<file path="src/rtl/picorv32_uart_tx.sv">
// picorv32_uart_tx -- memory-mapped 8N1 UART transmitter for the picorv32
// native memory bus (decoded at 0x400001xx by addr_decoder).
//
// Firmware pushes bytes into a small circular FIFO. A shift engine pops them
// and serialises each one LSB first as start bit, 8 data bits and stop bit.
// Back-to-back frames are sent with no idle gap.
//
// Register map (word offsets):
//   0x00 TXDATA  W  : push wdata[7:0] when wstrb[0]; reads return 0
//   0x01 STATUS  R  : {irq_en, busy, empty, full}; write wdata[3] -> irq_en
//   0x02 DIVISOR RW : clk cycles per bit, bytes [15:0] via wstrb[1:0], min 2
//
// Ports:
//   clk        in   single clock, rising edge
//   nrst       in   asynchronous active-low reset
//   mem_valid  in   request, already qualified by the address decoder
//   mem_ready  out  one-cycle acknowledge
//   mem_addr   in   word offset (CPU address bits [7:2])
//   mem_wdata  in   write data
//   mem_wstrb  in   byte strobes, 0 = read
//   mem_rdata  out  read data, non-zero only while mem_ready is high
//   uart_tx    out  serial output, idles high
//   tx_irq     out  only when UART_TX_IRQ_EN is defined: one-cycle pulse
//                   when the shifter goes idle with the FIFO drained
//
// Build option: define UART_TX_IRQ_EN to add tx_irq and the irq_en bit.

module picorv32_uart_tx #(
    parameter int FIFO_DEPTH  = 8,
    parameter int DEFAULT_DIV = 434
) (
    input  logic        clk,
    input  logic        nrst,
    input  logic        mem_valid,
    output logic        mem_ready,
    input  logic [5:0]  mem_addr,
    input  logic [31:0] mem_wdata,
    input  logic [3:0]  mem_wstrb,
    output logic [31:0] mem_rdata,
    output logic        uart_tx
`ifdef UART_TX_IRQ_EN
    ,
    output logic        tx_irq
`endif
);

    localparam int          AW       = (FIFO_DEPTH > 1) ? $clog2(FIFO_DEPTH) : 1;
    localparam logic [15:0] DEF_DIV  = 16'(DEFAULT_DIV);
    localparam logic [15:0] MIN_DIV  = 16'd2;
    localparam logic [5:0]  A_TXDATA = 6'h00;
    localparam logic [5:0]  A_STATUS = 6'h01;
    localparam logic [5:0]  A_DIV    = 6'h02;
    localparam logic [AW:0] PTR_ONE  = {{AW{1'b0}}, 1'b1};

    typedef enum logic [1:0] {
        S_IDLE,
        S_START,
        S_DATA,
        S_STOP
    } state_t;

    // ---------------------------------------------------------------
    // State
    // ---------------------------------------------------------------
    state_t        state_q, state_d;
    logic [15:0]   cnt_q, cnt_d;
    logic [2:0]    idx_q, idx_d;
    logic [7:0]    shift_q, shift_d;
    logic          tx_q, tx_d;
    logic [AW:0]   wr_ptr_q, wr_ptr_d;
    logic [AW:0]   rd_ptr_q, rd_ptr_d;
    logic [15:0]   div_q, div_d;
    logic          irq_en_q, irq_en_d;
    logic          ready_q, ready_d;
    logic [31:0]   rdata_q, rdata_d;
    logic [7:0]    fifo_mem [FIFO_DEPTH];

    logic          full, empty, busy;
    logic          push, pop;
    logic          req, stall;
    logic          bit_end;
    logic [15:0]   reload;
    logic [15:0]   div_wr;
    logic [7:0]    fifo_head;
    logic          unused_bits;

    assign unused_bits = ^{mem_wdata[31:16], mem_wstrb[3:2]};

    // Full when the pointers address the same slot but are one lap apart.
    assign full      = (wr_ptr_q[AW] != rd_ptr_q[AW]) &&
                       (wr_ptr_q[AW-1:0] == rd_ptr_q[AW-1:0]);
    assign empty     = (wr_ptr_q == rd_ptr_q);
    assign busy      = (state_q != S_IDLE);
    assign fifo_head = fifo_mem[rd_ptr_q[AW-1:0]];

    assign mem_ready = ready_q;
    assign mem_rdata = rdata_q;
    assign uart_tx   = tx_q;

    // ---------------------------------------------------------------
    // Bus slave: one-cycle ack, register access on the ack edge
    // ---------------------------------------------------------------
    assign req   = mem_valid && !ready_q;
    // A TXDATA push into a full FIFO waits; full is registered state, so a
    // pop on the same edge only frees the slot for the following cycle.
    assign stall = (mem_addr == A_TXDATA) && mem_wstrb[0] && full;

    always_comb begin
        ready_d  = 1'b0;
        rdata_d  = '0;
        push     = 1'b0;
        div_d    = div_q;
        div_wr   = div_q;
        irq_en_d = irq_en_q;
        if (req && !stall) begin
            ready_d = 1'b1;
            case (mem_addr)
                A_TXDATA: push = mem_wstrb[0];
                A_STATUS: begin
                    if (mem_wstrb == 4'd0)
                        rdata_d = {28'd0, irq_en_q, busy, empty, full};
`ifdef UART_TX_IRQ_EN
                    if (mem_wstrb[0])
                        irq_en_d = mem_wdata[3];
`endif
                end
                A_DIV: begin
                    if (mem_wstrb == 4'd0)
                        rdata_d = {16'd0, div_q};
                    if (|mem_wstrb[1:0]) begin
                        div_wr[7:0]  = mem_wstrb[0] ? mem_wdata[7:0]  : div_q[7:0];
                        div_wr[15:8] = mem_wstrb[1] ? mem_wdata[15:8] : div_q[15:8];
                        div_d        = (div_wr < MIN_DIV) ? MIN_DIV : div_wr;
                    end
                end
                default: ;
            endcase
        end
    end

    // ---------------------------------------------------------------
    // Shifter FSM: next state and outputs
    // ---------------------------------------------------------------
    assign bit_end = (cnt_q == 16'd0);
    // Divisor is sampled only here, so a new value never shortens a bit.
    assign reload  = div_q - 16'd1;

    always_comb begin
        state_d = state_q;
        cnt_d   = cnt_q;
        idx_d   = idx_q;
        shift_d = shift_q;
        tx_d    = tx_q;
        pop     = 1'b0;
        case (state_q)
            S_IDLE: begin
                tx_d = 1'b1;
                if (!empty) begin
                    pop     = 1'b1;
                    shift_d = fifo_head;
                    tx_d    = 1'b0;
                    cnt_d   = reload;
                    state_d = S_START;
                end
            end
            S_START: begin
                if (bit_end) begin
                    idx_d   = 3'd0;
                    tx_d    = shift_q[0];
                    cnt_d   = reload;
                    state_d = S_DATA;
                end else begin
                    cnt_d = cnt_q - 16'd1;
                end
            end
            S_DATA: begin
                if (bit_end) begin
                    cnt_d = reload;
                    if (idx_q == 3'd7) begin
                        tx_d    = 1'b1;
                        state_d = S_STOP;
                    end else begin
                        idx_d   = idx_q + 3'd1;
                        shift_d = {1'b0, shift_q[7:1]};
                        tx_d    = shift_q[1];
                    end
                end else begin
                    cnt_d = cnt_q - 16'd1;
                end
            end
            S_STOP: begin
                if (bit_end) begin
                    if (!empty) begin
                        // Chain straight into the next start bit: no idle gap.
                        pop     = 1'b1;
                        shift_d = fifo_head;
                        tx_d    = 1'b0;
                        cnt_d   = reload;
                        state_d = S_START;
                    end else begin
                        tx_d    = 1'b1;
                        state_d = S_IDLE;
                    end
                end else begin
                    cnt_d = cnt_q - 16'd1;
                end
            end
            default: begin
                tx_d    = 1'b1;
                state_d = S_IDLE;
            end
        endcase
    end

    assign wr_ptr_d = push ? (wr_ptr_q + PTR_ONE) : wr_ptr_q;
    assign rd_ptr_d = pop  ? (rd_ptr_q + PTR_ONE) : rd_ptr_q;

    // ---------------------------------------------------------------
    // Registers
    // ---------------------------------------------------------------
    always_ff @(posedge clk or negedge nrst) begin
        if (!nrst) begin
            state_q  <= S_IDLE;
            cnt_q    <= '0;
            idx_q    <= '0;
            tx_q     <= 1'b1;
            wr_ptr_q <= '0;
            rd_ptr_q <= '0;
            div_q    <= DEF_DIV;
            irq_en_q <= 1'b0;
            ready_q  <= 1'b0;
            rdata_q  <= '0;
        end else begin
            state_q  <= state_d;
            cnt_q    <= cnt_d;
            idx_q    <= idx_d;
            tx_q     <= tx_d;
            wr_ptr_q <= wr_ptr_d;
            rd_ptr_q <= rd_ptr_d;
            div_q    <= div_d;
            irq_en_q <= irq_en_d;
            ready_q  <= ready_d;
            rdata_q  <= rdata_d;
        end
    end

    // Data storage carries no reset; the pointers define what is valid.
    always_ff @(posedge clk) begin
        shift_q <= shift_d;
        if (push)
            fifo_mem[wr_ptr_q[AW-1:0]] <= mem_wdata[7:0];
    end

`ifdef UART_TX_IRQ_EN
    logic irq_q, irq_d;

    // Leaving STOP without a chained pop means the FIFO is drained.
    assign irq_d  = (state_q == S_STOP) && bit_end && empty && irq_en_q;
    assign tx_irq = irq_q;

    always_ff @(posedge clk or negedge nrst) begin
        if (!nrst)
            irq_q <= 1'b0;
        else
            irq_q <= irq_d;
    end
`endif

endmodule
</file>
<file path="config.mk">
export PLATFORM = sky130hd
export DESIGN_NAME = picorv32_uart_tx
export DESIGN_NICKNAME = d
export VERILOG_FILES = /design/src/rtl/picorv32_uart_tx.sv
export SDC_FILE = /design/constraint.sdc
export NUM_CORES = 1
export LEC_CHECK = 0
export ABC_AREA = 0
export BUFFER_PORTS_ARGS = -buffer_cell sky130_fd_sc_hd__clkbuf_2
export CAP_MARGIN = 20
export CELL_PAD_IN_SITES_DETAIL_PLACEMENT = 0
export CELL_PAD_IN_SITES_GLOBAL_PLACEMENT = 1
export CORE_UTILIZATION = 49
export CTS_BUF_LIST = sky130_fd_sc_hd__clkbuf_8
export CTS_CLUSTER_SIZE = 28
export DETAILED_ROUTE_END_ITERATION = 10
export HOLD_SLACK_MARGIN = 0.15
export PLACE_DENSITY = 0.85
export SLEW_MARGIN = 20
export SYNTH_ARGS = -nofsm -noshare
export SYNTH_HDL_FRONTEND = slang
export SYNTH_SLANG_ARGS = --single-unit
</file>
<file path="constraint.sdc">
create_clock -name clk -period 3.36 [get_ports clk]
set_input_delay 0.672 -clock clk [delete_from_list [all_inputs] [get_ports clk]]
set_output_delay 0.672 -clock clk [all_outputs]
set_load 0.01 [all_outputs]
</file>
Word level (Yosys, flattened, before mapping). Memories as Yosys holds them, arrays and structs flattened. Cells that the tools add are included. W data, S select, Z words.

Memories kept: 1. Logic and storage cells: 94. ROM bits: 0. Register bits after elaboration: 87. Input bits: 45. Bits in latches: 0. RAM bits: 64. Output and inout bits: 34.

Magnitude comparators: 1. Shift operators: 0. $add $sub $neg: 5. Muxes and demuxes: 41. Eq/ne operators: 15. Reduce and logical (&&, ||, !) cells: 21. $mul: 0. Bitwise gates (word level): 0. Divide/modulo/power cells: 0.

Memory list: fifo_mem (words 8, width 8, read ports 1, clocked after memory_dff 0, wr ports 1, RTL line 76) `logic [7:0] fifo_mem [FIFO_DEPTH];`.

Operators with widths (number): $mux W16 (6); $mux W8 (6); $pmux W16 S3 (1); $pmux W16 S2 (1); $sub A16 B1 Y16 const B (2); $pmux W8 S3 (1); $logic_not A16 Y1 (1); $lt A16 B2 Y1 const B (1); $mux W1 (13); $mux W3 (4); $ne A2 B2 Y1 const B (6); $mux W2 (5); $add A4 B1 Y4 const B (2); $pmux W2 S4 (1); $reduce_and A4 Y1 (2); $eq A6 B1 Y1 const B (1); $eq A6 B2 Y1 const B (1); $logic_not A6 Y1 (1); $pmux W3 S2 (1); $reduce_and A3 Y1 (2); $logic_and A1 B1 Y1 (5); $reduce_and A5 Y1 (1); $eq A2 B2 Y1 const B (2); $eq A4 B4 Y1 (1); other kinds (13) (16).

Logic depth before layout (Yosys ltp).
Word-level depth: 8. Mapped depth: 8. Gate-level depth less buffers: 8.

Worst setup path after synthesis. Ideal clock, no wire load.

Kind: input to register. Start point: input port mem_addr[3]. End point: memory fifo_mem[0][0] (enable). Buffers on the path: 0. Stages on the path: 5. Required time: 2.977 ns. Library setup time: 0.383 ns. Data arrival time: 2.351 ns. Slack: 0.626 ns. Cell sequence: nor4_1 nand2b_1 nor3_1 nand2b_1 nor3_1.

Cells in the longest elaborated chain, start to end: 8. Elaborated cells on any way between the ends: 9. Classes of those cells: mux (4); reduce/logical (5).

Ends and longest elaborated chain: start: declaration (RTL line 36) `input logic [5:0] mem_addr,`; $logic_not A6 Y1 (*) (RTL line 106, 117); $logic_and A1 B1 Y1 (2 in series) (RTL line 106) `assign stall = (mem_addr == A_TXDATA) && mem_wstrb[0] && full;`; $logic_not A1 Y1 (RTL line 115) `if (req && !stall) begin`; $logic_and A1 B1 Y1 (RTL line 115); $mux W1 (*) (RTL line 115); $mux W1 (*) (RTL line 250) `if (push)`; $mux W1 (not written as such) (*) (RTL line 251) `fifo_mem[wr_ptr_q[AW-1:0]] <= mem_wdata[7:0];`; end: declaration (RTL line 76).

Every way passes the cells marked *; elsewhere a longest branch is shown, timed or not.

Worst setup path after layout.
Start point: register cnt_q[10]. End point: register shift_q[4] (enable).

Cells in the longest elaborated chain, start to end: 3. Elaborated cells on any way between the ends: 4. Classes of those cells: eq/ne (2); reduce/logical (2).

Ends and longest elaborated chain: start: declaration (RTL line 66) `logic [15:0] cnt_q, cnt_d;`; start signal: assignment (RTL line 235) `cnt_q <= cnt_d;`; $logic_not A16 Y1 (*) (RTL line 144) `assign bit_end = (cnt_q == 16'd0);`; $ne A2 B2 Y1 (no line); $reduce_and A4 Y1 (no line) (*); end signal: assignment (RTL line 249) `shift_q <= shift_d;`; end: declaration (RTL line 68) `logic [7:0] shift_q, shift_d;`.

Marks and branches as above. A chain may end at the register's enable or synchronous reset.

==> summary.md <==
| Metric | Value |
|---|---|
| Status | `complete, no violations` |
| Startpoint Class | `flop` |
| Leakage Power | `0.003090 uW` |
| Final hold violations | `0` |
| Worst Setup Path Type | `flop to flop` |
| Hold-fix buffer count after cts | `0` |
| Initial DRC Count | `292` |
| Max VDD drop | `0.3536 mV` |
| Distinct cells, synth | `65` |
| Critical-path top delay cell | `or4_4` |
| CP cell instances | `or4_4 -> nor3_4 -> nand2_2 -> a21oi_1 -> a21boi_0 -> nor2_1` |
| Clock skew after layout | `0.01215 ns` |
| Syn Area/Cell | `12.47 um^2` |
| First-pass GRT wire length | `23.17 mm` |
| Core area | `13,190 um^2` |
| Num ports | `79` |
| Antenna violations before repair | `0` |
| Largest stage delay on the critical path | `0.60 ns` |
| Clock tree buffer depth | `2` |
| CP max FO | `9` |
| # setup viols final | `0` |
| Syn. warnings | `0` |
| Worst slew margin | `39.38%` |
| Placed inst area | `7051 um^2` |
| FMAX | `374.4 MHz` |
| Setup TNS | `0 ns` |
| Slew Limit Fails | `0` |
| Clock Sinks | `135` |
| Reg clk slew, reported paths | `0.08 ns` |
| Avg Vias per Cell | `5.691` |
| Largest net degree at the start of global routing | `40` |
| H-tree Lvls | `4` |
| Total Wirelength | `14.22 mm` |
| CP Data Required Time | `3.46 ns` |
| TritonCTS clock tree | `yes` |
| CTS Root Cell | `clkbuf_8` |
| Post-Syn Area | `6623 um^2` |
| Final period utilization | `79.49%` |
| Final hold slack | `0.3199 ns` |
| Synth area leader | `edfxtp_1` |
| Most common cell in the synthesized netlist | `edfxtp_1` |
| Final Instance Area | `about 7500 um^2` |
| Post-CTS setup buffer count | `0` |
| Die Ht | `around 120 um` |
| CTS buffer count | `17` |
| Worst-margin pin slew | `0.9092 ns` |
| Final #Nets | `646` |
| Asr flop ratio synth | `between 40% and 50%` |
| RSZ-0062 raised after global routing | `no` |
| Setup ws final | `between 0.6 and 0.7 ns` |
| Ys flop type | `edfxtp_1` |
| DR vias | `between 4,000 and 5,000` |
| Num rows | `42` |
| Remaining DRCs | `0` |
| Starting Density | `50.21%` |
| Maxcap violations | `0` |
| Area contributors post-synth | `edfxtp_1, dfrtp_1, mux4_2, mux2_2, nor2_1` |
| R2r setup slk | `roughly 0.69 ns` |
| Vias in the first global route | `between 4,000 and 5,000` |
| Gr ovfl total | `0` |
| Pre-CTS setup slack | `0.5198 ns` |
| Clk Latency, worst-skew pair | `0.46 ns` |
| Post-synth top area share | `32.65%` |
| Share of layout cells above drive strength 1 | `about 26%` |
| Min cycle time layout | `2.671 ns` |
| Die X-Extent | `between 100 and 150 um` |
| Port bufs | `46` |
| Cts repair resizes | `0` |
| ANT cells | `0` |
| HP Class | `input pin to async pin` |
| Synth Instances | `531` |
| CP Capture Type | `flop` |
| Seq cells post-synth | `135` |
| Post-layout util | `56.76%` |
| Wire length per cell | `18.23 um` |
| Sequential area share after synthesis | `a little under three fifths` |
| Power Dens Cells | `just over 800 nW/um^2` |
| 1st-pass router iterations | `5` |
| Gpl congestion | `about 0.84` |
| Area Growth Syn to Fin | `13.05%` |
| Die area | `13,980 um^2` |
| Crit path max-delay family | `simple AND/OR/NAND/NOR gates` |
| Post-synth EDFFs | `72` |
| Gr usage total | `approximately 22%` |
| Arr. time, crit path | `2.77 ns` |
| Commonest cells in the netlist | `edfxtp_1, dfrtp_1, nor2_1` |
| Final HPWL DP | `9.588 mm` |
| CP bufs+invs | `0` |
| Antenna Nets Post-Route | `0` |
-- layout by cell type, fill, tap and decap left out, types with 6 or more instances in the layout --
cell	count
clkbuf_8	17
dfstp_2	6
nor2_1	52
nor3_1	17
clkbuf_2	45
a22oi_1	6
dfrtp_1	57
xor2_1	17
nand2b_1	7
mux2i_1	7
a22o_1	8
nand4_1	6
nand2_1	26
and2_1	14
mux4_2	16
edfxtp_1	72
inv_1	9
a21oi_1	19
buf_4	17
xnor2_1	15
nand3_1	9
nor4_1	6
mux2_2	24
o21ai_0	14
ha_1	10
o22ai_1	7
conb_1	16
-- flip-flops by register name, summed over array words and instances (netlist names) --
name       count
rd_ptr_q       4
shift_q        8
uart_tx        1
state_q        2
div_q         16
fifo_mem      64
wr_ptr_q       4
mem_rdata     16
mem_ready      1
cnt_q         16
idx_q          3
-- metal layers --
metal,track usage [%],wire [um]
met5,0,0
met4,8.093,177
met3,5.647,808
met2,33.86,6728
met1,30.03,6506
-- worst reg2reg max path: cells and delay by family (launching register included) --
family           cells  cell delay (ns)
AND/OR/NAND/NOR      4             1.52
AO/OA/AOI/OAI        2             0.33
flip-flops           1             0.46
-- path summary, 6_finish.rpt --
check / depth (start not counted) / endpoint / from
min in group clk: 3 / mem_ready$_DFF_PN0_ / mem_valid
setup reg to reg: 6 / shift_q[4]$_DFFE_PP_ / cnt_q[10]$_DFF_PN0_
max in group asynchronous: 2 / div_q[14]$_DFFE_PN0P_ / nrst
hold / removal: 1 / idx_q[0]$_DFFE_PN0P_ / nrst
setup / recovery: 6 / shift_q[4]$_DFFE_PP_ / cnt_q[10]$_DFF_PN0_
hold reg to reg: 1 / wr_ptr_q[3]$_DFFE_PN0P_ / wr_ptr_q[3]$_DFFE_PN0P_
-- stage by stage --
stage               std cells  total power, uW
finish                    780             6057
CTS                       780             6066
global placement          748             4496
floorplan                 546             4010
detailed placement        748             4574
global route              780             6433
-- area by class of cell --
| type | instances | area, um^2 |
|---|---|---|
| Clock inverter | 15 | 202.7 |
| Multi-Input combinational cell | 364 | 2689 |
| Clock buffer | 17 | 234.0 |
| Inverter | 10 | 37.54 |
| Timing Repair Buffer | 63 | 357.8 |
| Sequential cell | 135 | 3746 |
| Tap cell | 176 | 220.2 |
| Fill cell | 1058 | 5703 |
-- cells by family (layout without fill, tap and decap cells) --
logic type / count (synthesis) / in the layout / share of synthesized area [%]
simple gates: 166 / 166 / 13.26
buf+inv: 47 / 105 / 3.684
other cells: 1 / 16 / 0.05662
fa+ha+maj: 10 / 10 / 1.889
compound gates: 93 / 93 / 9.730
mux: 47 / 47 / 10.58
xor+xnor: 32 / 32 / 4.232
flops: 135 / 135 / 56.57
-- power breakdown --
group          internal (uW)  leakage (uW)  switching (uW)
registers               2000       0.00148             184
logic                   1000       0.00139            1390
clock network            767      0.000218             718
total                   3770       0.00309            2290
No activity file was read; power rests on OpenSTA's default activity.
